[src/rtl/bus_rr_arbiter.sv]
// rtl/bus_rr_arbiter.sv - shared-bus arbiter/router: round-robin or fixed priority, one packet per grant
// Define BUS_ARB_BCAST_LOOPBACK_EN to include the source in the broadcast mask.
module bus_rr_arbiter #(
    parameter int         drvrs     = 4,
    parameter int         pckg_sz   = 16,
    parameter logic [7:0] broadcast = 8'hFF
) (
    input  logic                            clk,
    input  logic                            reset,
    input  logic                            mode,
    input  logic [drvrs-1:0]                pndng,
    input  logic [drvrs-1:0][pckg_sz-1:0]   D_pop,
    output logic [drvrs-1:0]                pop,
    output logic [drvrs-1:0]                push,
    output logic [pckg_sz-1:0]              D_push,
    output logic                            err_addr,
    output logic                            busy
);

    localparam int IW = (drvrs > 1) ? $clog2(drvrs) : 1;

    typedef enum logic [1:0] {IDLE, POP, PUSH} state_t;

    state_t               state_q, state_d;
    logic [pckg_sz-1:0]   data_q, data_d, d_push_d;
    logic [IW-1:0]        src_q, src_d, last_q, last_d, win;
    logic [drvrs-1:0]     pop_d, push_d, mask;
    logic                 err_d, busy_d, found, is_bcast, legal;
    logic [7:0]           dest;
    int                   rr_idx;

    // Winner selection; round-robin starts one past the previous winner and wraps.
    always_comb begin
        win    = '0;
        found  = 1'b0;
        rr_idx = 0;
        if (mode) begin
            for (int i = drvrs - 1; i >= 0; i--) begin
                if (pndng[i]) win = IW'(i);
            end
        end else begin
            for (int k = 1; k <= drvrs; k++) begin
                rr_idx = int'(last_q) + k;
                if (rr_idx >= drvrs) rr_idx = rr_idx - drvrs;
                if (!found && pndng[IW'(rr_idx)]) begin
                    win   = IW'(rr_idx);
                    found = 1'b1;
                end
            end
        end
    end

    // Destination decode of the captured packet; illegal codes leave the mask empty.
    always_comb begin
        dest     = data_q[pckg_sz-1 -: 8];
        is_bcast = (dest == broadcast);
        legal    = is_bcast || (int'(dest) < drvrs);
        mask     = '0;
        if (is_bcast) begin
            mask = '1;
`ifndef BUS_ARB_BCAST_LOOPBACK_EN
            mask[src_q] = 1'b0;
`endif
        end else begin
            for (int i = 0; i < drvrs; i++) begin
                if (int'(dest) == i) mask[i] = 1'b1;
            end
        end
    end

    always_comb begin
        state_d  = state_q;
        pop_d    = '0;
        push_d   = '0;
        err_d    = 1'b0;
        d_push_d = D_push;
        data_d   = data_q;
        src_d    = src_q;
        last_d   = last_q;
        case (state_q)
            IDLE: begin
                if (|pndng) begin
                    pop_d[win] = 1'b1;
                    data_d     = D_pop[win];
                    src_d      = win;
                    last_d     = win;
                    state_d    = POP;
                end
            end
            POP: begin
                d_push_d = data_q;
                push_d   = mask;
                err_d    = !legal;
                state_d  = PUSH;
            end
            PUSH:    state_d = IDLE;
            default: state_d = IDLE;
        endcase
        busy_d = (state_d != IDLE);
    end

    always_ff @(posedge clk or posedge reset) begin
        if (reset) begin
            state_q  <= IDLE;
            pop      <= '0;
            push     <= '0;
            D_push   <= '0;
            err_addr <= 1'b0;
            busy     <= 1'b0;
            data_q   <= '0;
            src_q    <= '0;
            last_q   <= IW'(drvrs - 1);
        end else begin
            state_q  <= state_d;
            pop      <= pop_d;
            push     <= push_d;
            D_push   <= d_push_d;
            err_addr <= err_d;
            busy     <= busy_d;
            data_q   <= data_d;
            src_q    <= src_d;
            last_q   <= last_d;
        end
    end

endmodule

[config.mk]
export PLATFORM = sky130hd
export DESIGN_NAME = bus_rr_arbiter
export DESIGN_NICKNAME = d
export VERILOG_FILES = /design/src/rtl/bus_rr_arbiter.sv
export SDC_FILE = /design/constraint.sdc
export NUM_CORES = 1
export LEC_CHECK = 0
export ABC_AREA = 1
export CAP_MARGIN = 20
export CORE_ASPECT_RATIO = 1.5
export CORE_MARGIN = 2
export CORE_UTILIZATION = 49
export DETAILED_ROUTE_END_ITERATION = 7
export GPL_TIMING_DRIVEN = 0
export PLACE_DENSITY_LB_ADDON = 0.12
export SLEW_MARGIN = 20
export SYNTH_ARGS = -nofsm -noshare
export SYNTH_HDL_FRONTEND = slang
export SYNTH_SLANG_ARGS = --single-unit
[constraint.sdc]
create_clock -name clk -period 3.7 [get_ports clk]
set_input_delay 0.37 -clock clk [delete_from_list [all_inputs] [get_ports clk]]
set_output_delay 0.37 -clock clk [all_outputs]
set_load 0.03 [all_outputs]
# Word level (Yosys, flattened, before mapping)
# Index checks and enable logic that the tools add are counted.
[word_totals] mem_bits_rw=0 romBits=0 memories=0 reg_bits=48 input_bits=71 wordCells=103 out_inout_bits=26 latchBits=0
[classes] multipliers=0 magnitude_cmp=13 n_mux=52 div_mod_pow=0 shift=0 n_bitwise=1 n_addsub=8 reduce_logical=15 eq_ne=5
[ops] op="$mux W2" n=18
[ops] op="$bmux W16 S2" n=1
[ops] op="$mux W1" n=21
[ops] op="$eq A8 B3 Y1 const B" n=2
[ops] op="$lt A2 B4 Y1 const B" n=4
[ops] op="$mux W16" n=1
[ops] op="$mux W4" n=4
[ops] op="$ge A3 B3 Y1 const B" n=3
[ops] op="$bmux W1 S2" n=4
[ops] op="$eq A8 B2 Y1 const B" n=1
[ops] op="$eq A8 B8 Y1 const B" n=1
[ops] op="$logic_not A8 Y1" n=1
[ops] op="$lt A8 B3 Y1 const B" n=1
[ops] op="$sub A2 B1 Y2 const B" n=4
[ops] op="$add A2 B2 Y3 const B" n=2
[ops] op="$lt A2 B3 Y1 const B" n=2
[ops] op="$logic_and A1 B1 Y1" n=5
[ops] op="$add A2 B3 Y4 const B" n=1
[ops] op="$demux W1 S2" n=2
[ops] op="$ge A2 B1 Y1 const B" n=2
[ops] op="$ge A4 B3 Y1 const B" n=1
[ops] op="$logic_not A1 Y1" n=4
[ops] op="$not A4 Y4" n=1
[ops] op="$pmux W2 S2" n=1
[ops] op="7 further kinds" n=7

# Depth between registers and ports, before layout
# Gate-level depths: netlist of run 1.
[depth] depth_word=27 ltp_mapped=18

# Worst setup path before layout of run 1
# No wires, ideal clock.
[synth_path] kind="register -> register" start="register last_q[0]" end="register data_q[0]" path_stages_with_launch=18 period_less_slack_ns=1.919 path_slack_ns=1.781 arrival_ns=1.802 cell_sequence="dfstp_2 buf_6 inv_6 nand2_1 nand3_1 nand2_1 nor2_4 nand3_1 nand2_1 inv_1 nand2_1 o21bai_4 inv_4 buf_6 nand2_1 nand2_1 nand2_1 nand2_1"
[synth_via] elab_chain_len=23 word_cells_on_any_way=51 cone_classes="add/sub (8); order compare (4); mux (33); reduce/logical (6)"
[synth_rtl] item="from (decl)" line="26" source="logic [IW-1:0] src_q, src_d, last_q, last_d, win;"
[synth_rtl] item="from (signal assigned)" line="112" source="last_q <= IW'(drvrs - 1);"
[synth_rtl] item="from (signal assigned)" line="122" source="last_q <= last_d;"
[synth_rtl] item="$add A2 B1 Y3" line="43" source="rr_idx = int'(last_q) + k;"
[synth_rtl] item="$ge A3 B3 Y1 / $sub A2 B1 Y2 (equally long branches)" line="44" source="if (rr_idx >= drvrs) rr_idx = rr_idx - drvrs;"
[synth_rtl] item="$mux W2" line="44"
[synth_rtl] item="$mux W2" line="37" source="if (mode) begin"
[synth_rtl] item="$bmux W1 S2" line="45" source="if (!found && pndng[IW'(rr_idx)]) begin"
[synth_rtl] item="$mux W1 (implied by the code) (2 in series)" line="45"
[synth_rtl] item="$mux W1" line="45"
[synth_rtl] item="$mux W1" line="37"
[synth_rtl] item="(+6 left out)"
[synth_rtl] item="$mux W1" line="45"
[synth_rtl] item="$mux W1" line="37"
[synth_rtl] item="$logic_not A1 Y1" line="45"
[synth_rtl] item="$logic_and A1 B1 Y1" line="45"
[synth_rtl] item="$mux W2 *" line="45"
[synth_rtl] item="$mux W2 *" line="37"
[synth_rtl] item="$bmux W16 S2 *" line="84" source="data_d = D_pop[win];"
[synth_rtl] item="$mux W16 (implied by the code) *" line="84"
[synth_rtl] item="to (signal assigned)" line="120" source="data_q <= data_d;"
[synth_rtl] item="to (decl)" line="25" source="logic [pckg_sz-1:0] data_q, data_d, d_push_d;"
# Mark *: on every way between the ends. The rest lies on a longest branch, timed or not. The select of a mux whose other input is x is not followed.
# A chain may end at the register's enable or synchronous reset.

# Worst setup path in the final report of run 1
[layout_path] start="register last_q[0]" end="register data_q[6]"
# Same word-level chain as after synthesis.

==> results of run 1 <==
-- per-stage QoR --
stage | cells | cell area [sq um] | worst slack (ns)
after global routing | 586 | 3980 | 1.30
after CTS | 586 | 3980 | 1.50
final | 586 | 3980 | 1.50
after detailed placement | 578 | 3890 | 1.22
after floorplan | 411 | 2820 | 1.78
after global placement | 577 | 3870 | 1.29
-- worst max-delay path, delay by kind of cell (launching register included) --
kind,cells,cell delay (ns)
buf+inv,5,0.52
flops,1,0.54
compound gates,1,0.25
simple gates,11,0.78
-- worst max-delay path by stage --
stage / start / endpoint / depth (start not counted)
after floorplan: last_q[0]$_DFFE_PP1P_ / data_q[0]$_DFFE_PP0P_ / 17
after global placement: pndng[3] / data_q[8]$_DFFE_PP0P_ / 10
after detailed placement: pndng[3] / data_q[14]$_DFFE_PP0P_ / 10
after CTS: last_q[0]$_DFFE_PP1P_ / data_q[6]$_DFFE_PP0P_ / 17
after global routing: last_q[0]$_DFFE_PP1P_ / data_q[3]$_DFFE_PP0P_ / 17
final: last_q[0]$_DFFE_PP1P_ / data_q[6]$_DFFE_PP0P_ / 17
-- where the power goes --
part           internal, uW  switching, uW
Combinational           672           1140
Sequential              748            123
Clock                   149            159
-- placed cells by master, fill, tap and decap left out, types with 2 or more instances in the layout --
cell and instances:
nand3_1 38, a21oi_1 3, clkbuf_8 6, o21ai_1 5, inv_2 4, nor3_1 5, inv_1 25, nand2_1 216
nor4_1 2, nor2_1 7, clkinv_2 2, nand4_1 2, buf_4 2, nand2_2 10, nand3_2 2, clkdlybuf4s50_1 96
buf_6 5, dfstp_2 2, clkbuf_1 8, dfrtp_1 46, o21ai_0 13, buf_2 3, o311ai_0 3
-- final cells by class --
class,count,area [sq um]
sequential,48,1200
clock inverter,2,10.0
buffer,18,116
fill,499,1550
tap,70,87.6
inverter,32,128
timing repair buffer,97,981
clock buffer,6,82.6
multi-input combinational,313,1380
-- kinds of logic (layout without fill, tap and decap cells) --
| group | Yosys count | in the layout |
|---|---|---|
| simple gates | 287 | 287 |
| buf+inv | 50 | 155 |
| flops | 48 | 48 |
| compound gates | 26 | 26 |
-- metal layers --
| metal | part of all wire, % | global-route usage [%] | routed length, um |
|---|---|---|---|
| met4 | 2.9 | 10.0 | 199 |
| met2 | 54 | 43.5 | 3750 |
| met3 | 5.6 | 3.49 | 386 |
| met1 | 37 | 26.3 | 2580 |
| met5 | 0 | 0 | 0 |
-- sequential cells by signal, indices dropped and copies added (netlist names) --
register / flops
D_push: 16
last_q: 2
push: 4
busy: 1
src_q: 2
err_addr: 1
state_q: 2
pop: 4
data_q: 16
==> run metrics, run 1 <==
status completed; Critical R2R Launch last_q[0]$_DFFE_PP1P_; period utilization 59.5%; CP cell instances buf_6 > inv_6 > nand2_1 > nand3_1 > nand2_1 > nor2_4 > nand3_1 > nand2_1 > inv_1 > nand2_1 > o21bai_4 > inv_4 > buf_6 > nand2_1 > nand2_1 > nand2_1 > nand2_1; crit path launch type flip-flop; worst path required time 3.88 ns; GRT Total Usage 23.7%; Synth top cells by count nand2_1 (216), dfrtp_1 (46), nand3_1 (38), inv_1 (26), o21ai_0 (13); Pre-antenna DRT Iters 4; vias per inst 4.94; top post-synthesis cells by area dfrtp_1 (41%), nand2_1 (29%), nand3_1 (6.7%); final WL 6.92 mm; CTS Hold Buffers Added 0; Final Hold Fails 0; Die Span X 66.0 um; Clk Tree Root Cell clkbuf_8; share of layout cells above drive strength 1 8.53%; DRT antenna net count 0; Core Util, Final 72.0%; Num CTS Buffers 5; Post-Synth Adder-Cell Area 0%; Post-Synth Simple-Gate Area 43.2%; IO Count 97; Routed wire per std cell 11.8 um; die area 6400 sq um; DR iter-0 viols 170; Setup Skew 0.00675 ns; largest net degree at the start of global routing 35; Seq/Total Area, Yosys 42.6%; Initial Utilization 51.0%; Clock Latency Late Sink 0.29 ns; Final setup viols 0; CORE AREA 5530 sq um; Pwr Density 750 nW/um^2; Resize count post-CTS 0; worst endpoint data arrival time 2.39 ns; Post-synth EDFFs 0; Hold Path Class primary input to asynchronous set/reset pin; slowest CP cell dfstp_2; synthesized instance count 411; largest family of logic cells by synthesized area simple AND/OR/NAND/NOR gates; post-synthesis mux area share 0%; biggest cell delay along the critical path 0.54 ns; TritonCTS clock tree yes; synthesis-to-layout area growth 41.1%; Clock transition at path regs 0.08 ns; reg2reg setup slack 1.50 ns; post-DP HPWL 5.67 mm; antenna fix cells 0; CTS Buffer Depth 2; CP Capture Type flip-flop; H-tree Lvls 2; first-pass GRT wire length 12.2 mm; Synth Warn # 0; post-synthesis cell type count 30; Worst Reg-to-Reg Cells 17; top-count cell post-synth nand2_1; # rows 33; crit-path max FO 10; clock sinks 48; port buffer count 96; Synth Area per Inst 6.87 sq um; # DRC 0; ys flop type dfrtp_1; die height 97.0 um; top-area cell type share of the netlist area 40.8%; fmax 454 MHz; reg2reg end data_q[6]$_DFFE_PP0P_; Congestion Overflow GR 0; Min Clock Period, post-route 2.20 ns; total power 2990 uW; Setup Buffers After CTS 0; leakage power 0.00209 uW; RSZ-0062 raised after global routing no; total number of vias 2894; post-synth net total 482; Hold WS 0.360 ns; crit path kind flip-flop to flip-flop; max-cap violations 0; fin. max-slew vios 0; Synth Area in Compound Gates 5.54%; ys async rst share 100%; post-synthesis register bit count 48; Worst slew margin 61.0%; vias in the first global route 2915; post-layout net count 586; Post-Synth XOR/XNOR Area 0%; placer's final routability congestion estimate 0.838; TNS Setup 0 ns; area leader, netlist dfrtp_1; Tightest Pin Transition 0.581 ns; initial antenna violation count 0; Mapped Area 2820 sq um; Peak VDD IR 0.000364 V; most used cell, CP nand2_1
(Power assumes the default switching activity.)
==> inputs of run 2 (changes only) <==
--- a/config.mk
+++ b/config.mk
@@ -9,7 +9,7 @@
 export CAP_MARGIN = 20
 export CORE_ASPECT_RATIO = 1.5
 export CORE_MARGIN = 2
-export CORE_UTILIZATION = 49
+export CORE_UTILIZATION = 41
 export DETAILED_ROUTE_END_ITERATION = 7
 export GPL_TIMING_DRIVEN = 0
 export PLACE_DENSITY_LB_ADDON = 0.12
==> constraint.sdc (replaced) <==
create_clock -name clk -period 1.76 [get_ports clk]
set_input_delay 0.176 -clock clk [delete_from_list [all_inputs] [get_ports clk]]
set_output_delay 0.176 -clock clk [all_outputs]
set_load 0.03 [all_outputs]
==> run 2 against run 1 <==
The run now ends with negative setup slack left. Die area up 18%. Total power up 140%. Sequential power up 110%. Critical endpoint is now data_q[9]$_DFFE_PP0P_. Register-to-register slack worse by 1.9 ns. Global-route usage down 2.6 points. Via count up 2.9%. First-iteration DRC count down 25%. Core utilization down 7.6 points. Sequential cell count unchanged. Non-clock buffer count up 19. Setup slack worse by 1.9 ns.
==> run metrics, run 2 (same netlist as run 1, synthesis figures left out) <==
pre-CTS setup slack -0.485 ns; Worst slew margin 69.2%; period utilization 123%; antenna fix cells 0; slowest CP cell dfstp_2; Clk Tree Root Cell clkbuf_8; Critical path origin last_q[0]$_DFFE_PP1P_; CP Capture Type flip-flop; Tightest Pin Transition 0.462 ns; worst endpoint data arrival time 2.40 ns; clock sinks 48; Die Span X 71.7 um; CP cell instances buf_6 > inv_8 > nand2_4 > nand2_4 > nand2_4 > nand2_4 > nor2_4 > nand2_2 > nand3_2 > nand3_4 > nand2_8 > buf_8 > nand2_1 > nand2_1 > nand2_1 > nand2_2 > nand2_1 > nand2_1; violated checks negative setup slack; total power 7120 uW; CORE AREA 6760 sq um; Pre-antenna DRT Iters 4; Final setup viols 24; fill count 621; placer's final routability congestion estimate 0.812; CP bufs+invs 3; GRT Total Usage 21.2%; # DRC 0; fin. max-slew vios 0; post-DP HPWL 5.59 mm; Peak VDD IR 0.000722 V; # rows 37; worst path required time 2.00 ns; final WL 7.61 mm; Congestion Overflow GR 0; vias per inst 4.86; total number of vias 2977; vias in the first global route 3039; Core Util, Final 64.4%; share of layout cells above drive strength 1 15.0%; crit path kind flip-flop to flip-flop; Critical Path Stages 18; Regs by FF count D_push (16), data_q (16); Num CTS Buffers 5; post-layout net count 605; status finished, violations left; IO Count 97; fmax 462 MHz; CTS Buffer Depth 2; initial antenna violation count 0; Worst path top cell family by delay simple AND/OR/NAND/NOR gates; reg2reg end data_q[9]$_DFFE_PP0P_; crit-path max FO 10; synthesis-to-layout area growth 54.1%; most frequent cells in the layout nand2_1 (205), clkdlybuf4s50_1 (96), dfrtp_1 (46), nand3_1 (36), inv_1 (25); biggest cell delay along the critical path 0.55 ns; DR iter-0 viols 128; most common cell after layout, fill and taps aside nand2_1; Clock transition at path regs 0.08 ns; Clock Latency Late Sink 0.29 ns; CTS Hold Buffers Added 0; port buffer count 96; largest net degree at the start of global routing 38; H-tree Lvls 2; CP Capture Point data_q[9]$_DFFE_PP0P_; Min Clock Period, post-route 2.16 ns; most used cell, CP nand2_1; Initial Utilization 41.8%; TritonCTS clock tree yes; Pwr Density 1640 nW/um^2; Hold Path Class primary input to asynchronous set/reset pin; Final WS setup -0.402 ns; Hold WS 0.136 ns; Critical R2R Launch last_q[0]$_DFFE_PP1P_; Routed wire per std cell 12.4 um; max-cap violations 0; reg2reg setup slack -0.40 ns; DRT antenna net count 0; Worst Reg-to-Reg Cells 18; RSZ-0062 raised after global routing yes; non-filler cells, final 613; crit path launch type flip-flop; Final Hold Fails 0; leakage power 0.00225 uW; die area 7580 sq um; first-pass GRT wire length 12.9 mm; Cells after DPL 586; die height 106 um; Setup Skew 0.00655 ns
==> run 2: cell count changes in the layout (fill, tap and decap cells not counted), moves of 4 or more <==
cell,delta
buf_4,+14
buf_8,+4
nand2_4,+10
nand2_1,-11
==> run 2: layout make-up <==
class                      count  area (sq um)  area share (%)
multi-input combinational    313          1520            34.8
sequential                    48          1200            27.7
timing repair buffer         116          1170            26.8
buffer                        18           144            3.31
inverter                      32           130            2.99
tap                           78          97.6            2.24
clock buffer                   7          86.3            1.98
clock inverter                 1          7.51           0.173
==> run 2: how the worst min path moves through the flow <==
stage	from	end	slack, ns
final	reset	D_push[5]$_DFFE_PP0P_	0.14
after global routing	reset	D_push[5]$_DFFE_PP0P_	0.16
after detailed placement	reset	D_push[3]$_DFFE_PP0P_	0.45
after CTS	reset	D_push[3]$_DFFE_PP0P_	0.14
after global placement	D_push[3]$_DFFE_PP0P_	D_push[3]$_DFFE_PP0P_	0.46
after floorplan	D_pop[32]	data_q[0]$_DFFE_PP0P_	0.45
==> run 2: metal layers <==
layer	share of wire [%]	global-route usage, %
met2	54	38.4
met5	0	0
met4	2.6	9.84
met3	5.1	3.92
met1	38	23.1
==> run 2: repair_timing <==
item	4_1_cts	5_1_grt
endpoints found under the setup margin	24	25
pin swaps	2	1
gates resized for setup	26	16
buffers inserted	12	4
hold endpoints to repair	0	0
gates cloned	2	1
==> run 2: through the flow <==
step | TNS (ns) | cell area [sq um]
global placement | -26.51 | 3890
global route | -11.71 | 4350
finish | -8.32 | 4350
detailed placement | -10.30 | 3910
CTS | -7.03 | 4230
floorplan | -2.82 | 2830
==> run 2: where the power goes <==
group / switching (uW) / internal [uW] / total [uW]
combinational: 2730 / 1900 / 4630
sequential: 259 / 1570 / 1830
clock: 339 / 319 / 658
total: 3330 / 3790 / 7120
==> inputs of run 3 (changes only) <==
--- a/config.mk
+++ b/config.mk
@@ -6,13 +6,13 @@
 export NUM_CORES = 1
 export LEC_CHECK = 0
 export ABC_AREA = 1
-export CAP_MARGIN = 20
+export CAP_MARGIN = 30
 export CORE_ASPECT_RATIO = 1.5
 export CORE_MARGIN = 2
 export CORE_UTILIZATION = 41
 export DETAILED_ROUTE_END_ITERATION = 7
 export GPL_TIMING_DRIVEN = 0
-export PLACE_DENSITY_LB_ADDON = 0.12
+export PLACE_DENSITY_LB_ADDON = 0.15
 export SLEW_MARGIN = 20
 export SYNTH_ARGS = -nofsm -noshare
 export SYNTH_HDL_FRONTEND = slang
==> run 3 against run 2 <==
The flow still finishes with violations (negative setup slack). Via count fell by 1.8%. Clock power barely moved. Core utilization fell by 0.50 points. Largest power group unchanged. Critical path type unchanged. Sequential power barely moved.
==> run metrics, run 3 (same netlist as run 1, synthesis figures left out) <==
status finished, violations left; violated checks negative setup slack; fmax 444 MHz; worst endpoint data arrival time 2.44 ns; Cells after DPL 586; CP cell instances buf_8 > inv_8 > nand2_1 > nand3_2 > nand2_2 > nand3_1 > nand2_1 > nand3_2 > nand3_4 > nand2_8 > buf_4 > nand2_1 > nand2_1 > nand2_1 > nand2_1 > nand2_1 > nand2_1; most frequent cells in the layout nand2_1 (203), clkdlybuf4s50_1 (96), dfrtp_1 (46), nand3_1 (36), inv_1 (25); post-layout net count 603; Num CTS Buffers 5; # rows 37; Worst path top cell family by delay simple AND/OR/NAND/NOR gates; IO Count 97; TNS Setup -10.61 ns; Hold Path Class primary input to asynchronous set/reset pin; Tightest Pin Transition 0.749 ns; Pre-antenna DRT Iters 4; final WL 7.37 mm; # DRC 0; TritonCTS clock tree yes; Pwr Density 1640 nW/um^2; Initial Utilization 41.8%; CTS Hold Buffers Added 0; most used cell, CP nand2_1; largest net degree at the start of global routing 35; Routed wire per std cell 12.1 um; period utilization 128%; vias in the first global route 2848; Clock Latency Late Sink 0.30 ns; vias per inst 4.79; CTS Buffer Depth 2; total number of vias 2924; total power 7070 uW; Setup Skew 0.00614 ns; CORE AREA 6760 sq um; antenna fix cells 0; crit path launch type flip-flop; H-tree Lvls 2; DR iter-0 viols 153; placer's final routability congestion estimate 0.828; port buffer count 96; Peak VDD IR 0.000868 V; most common cell after layout, fill and taps aside nand2_1; share of layout cells above drive strength 1 15.2%; synthesis-to-layout area growth 52.9%; CP Capture Type flip-flop; Clk Tree Root Cell clkbuf_8; crit path kind flip-flop to flip-flop; initial antenna violation count 0; fin. max-slew vios 0; Worst slew margin 49.7%; clock sinks 48; DRT antenna net count 0; biggest cell delay along the critical path 0.58 ns; crit-path max FO 7; Clock transition at path regs 0.08 ns; post-DP HPWL 5.68 mm; Die Span X 71.7 um; Congestion Overflow GR 0; worst path required time 1.95 ns; leakage power 0.00223 uW; Min Clock Period, post-route 2.25 ns; first-pass GRT wire length 12.4 mm; non-filler cells, final 611; slowest CP cell dfstp_2; Final Hold Fails 0; die height 106 um; Final WS setup -0.491 ns; Final setup viols 24; die area 7580 sq um; max-cap violations 0; GRT Total Usage 20.2%; pre-CTS setup slack -0.476 ns; Hold WS 0.146 ns; RSZ-0062 raised after global routing yes; Regs by FF count D_push (16), data_q (16); CP bufs+invs 3
## run 3: cell types whose count changed in the layout (fill, tap and decap cells not counted), moves of 2 or more
cell and delta:
buf_6 -2, buf_12 +2, nand2_2 +8, nand2_1 -2
nand2_4 -7, clkinv_2 +2
## run 3: layout make-up
| type | count | area (sq um) |
|---|---|---|
| well taps | 78 | 97.6 |
| clock buffers | 6 | 82.6 |
| fillers | 603 | 2440 |
| repair buffers | 114 | 1170 |
| inverters | 32 | 130 |
| clock inverters | 2 | 10.0 |
| multi-input cells | 313 | 1490 |
| flip-flops and latches | 48 | 1200 |
| plain buffers | 18 | 133 |
## run 3: per-stage QoR
step	util (%)	instance area, sq um
6_report	63.9	4320
5_1_grt	63.9	4320
4_1_cts	62.3	4210
3_5_place_dp	57.8	3910
3_3_place_gp	57.5	3890
2_1_floorplan	-	2830
## run 3: layer usage
layer	vias to the layer above	wire length (um)	track usage, %
li1	1527	-	-
met5	-	0	0
met3	16	329	2.58
met4	0	195	7.95
met1	1286	2910	23.2
met2	95	3930	37.1
## run 3: worst paths after layout
check,to,depth (start not counted),slack (ns),startpoint
setup reg to reg,data_q[13]$_DFFE_PP0P_,17,-0.49,last_q[0]$_DFFE_PP1P_
max in group asynchronous,last_q[1]$_DFFE_PP1P_,3,1.08,reset
hold reg to reg,D_push[5]$_DFFE_PP0P_,2,0.47,D_push[5]$_DFFE_PP0P_
hold / removal,D_push[15]$_DFFE_PP0P_,2,0.15,reset
setup / recovery,data_q[13]$_DFFE_PP0P_,17,-0.49,last_q[0]$_DFFE_PP1P_
min in group clk,D_push[5]$_DFFE_PP0P_,2,0.47,D_push[5]$_DFFE_PP0P_
## run 3: what timing repair did
item | in CTS | in global routing
endpoints found under the setup margin | 24 | 26
cloned | 3 | 1
setup buffers | 12 | 1
gates resized for setup | 18 | 20
pin swaps | 11 | 1
## run 3: where the power goes
group          internal [uW]  switching [uW]  total [uW]  leakage (uW)
registers               1570             261        1830      0.000611
logic                   1900            2670        4570       0.00157
clock network            314             345         659     0.0000510
total                   3790            3280        7070       0.00223
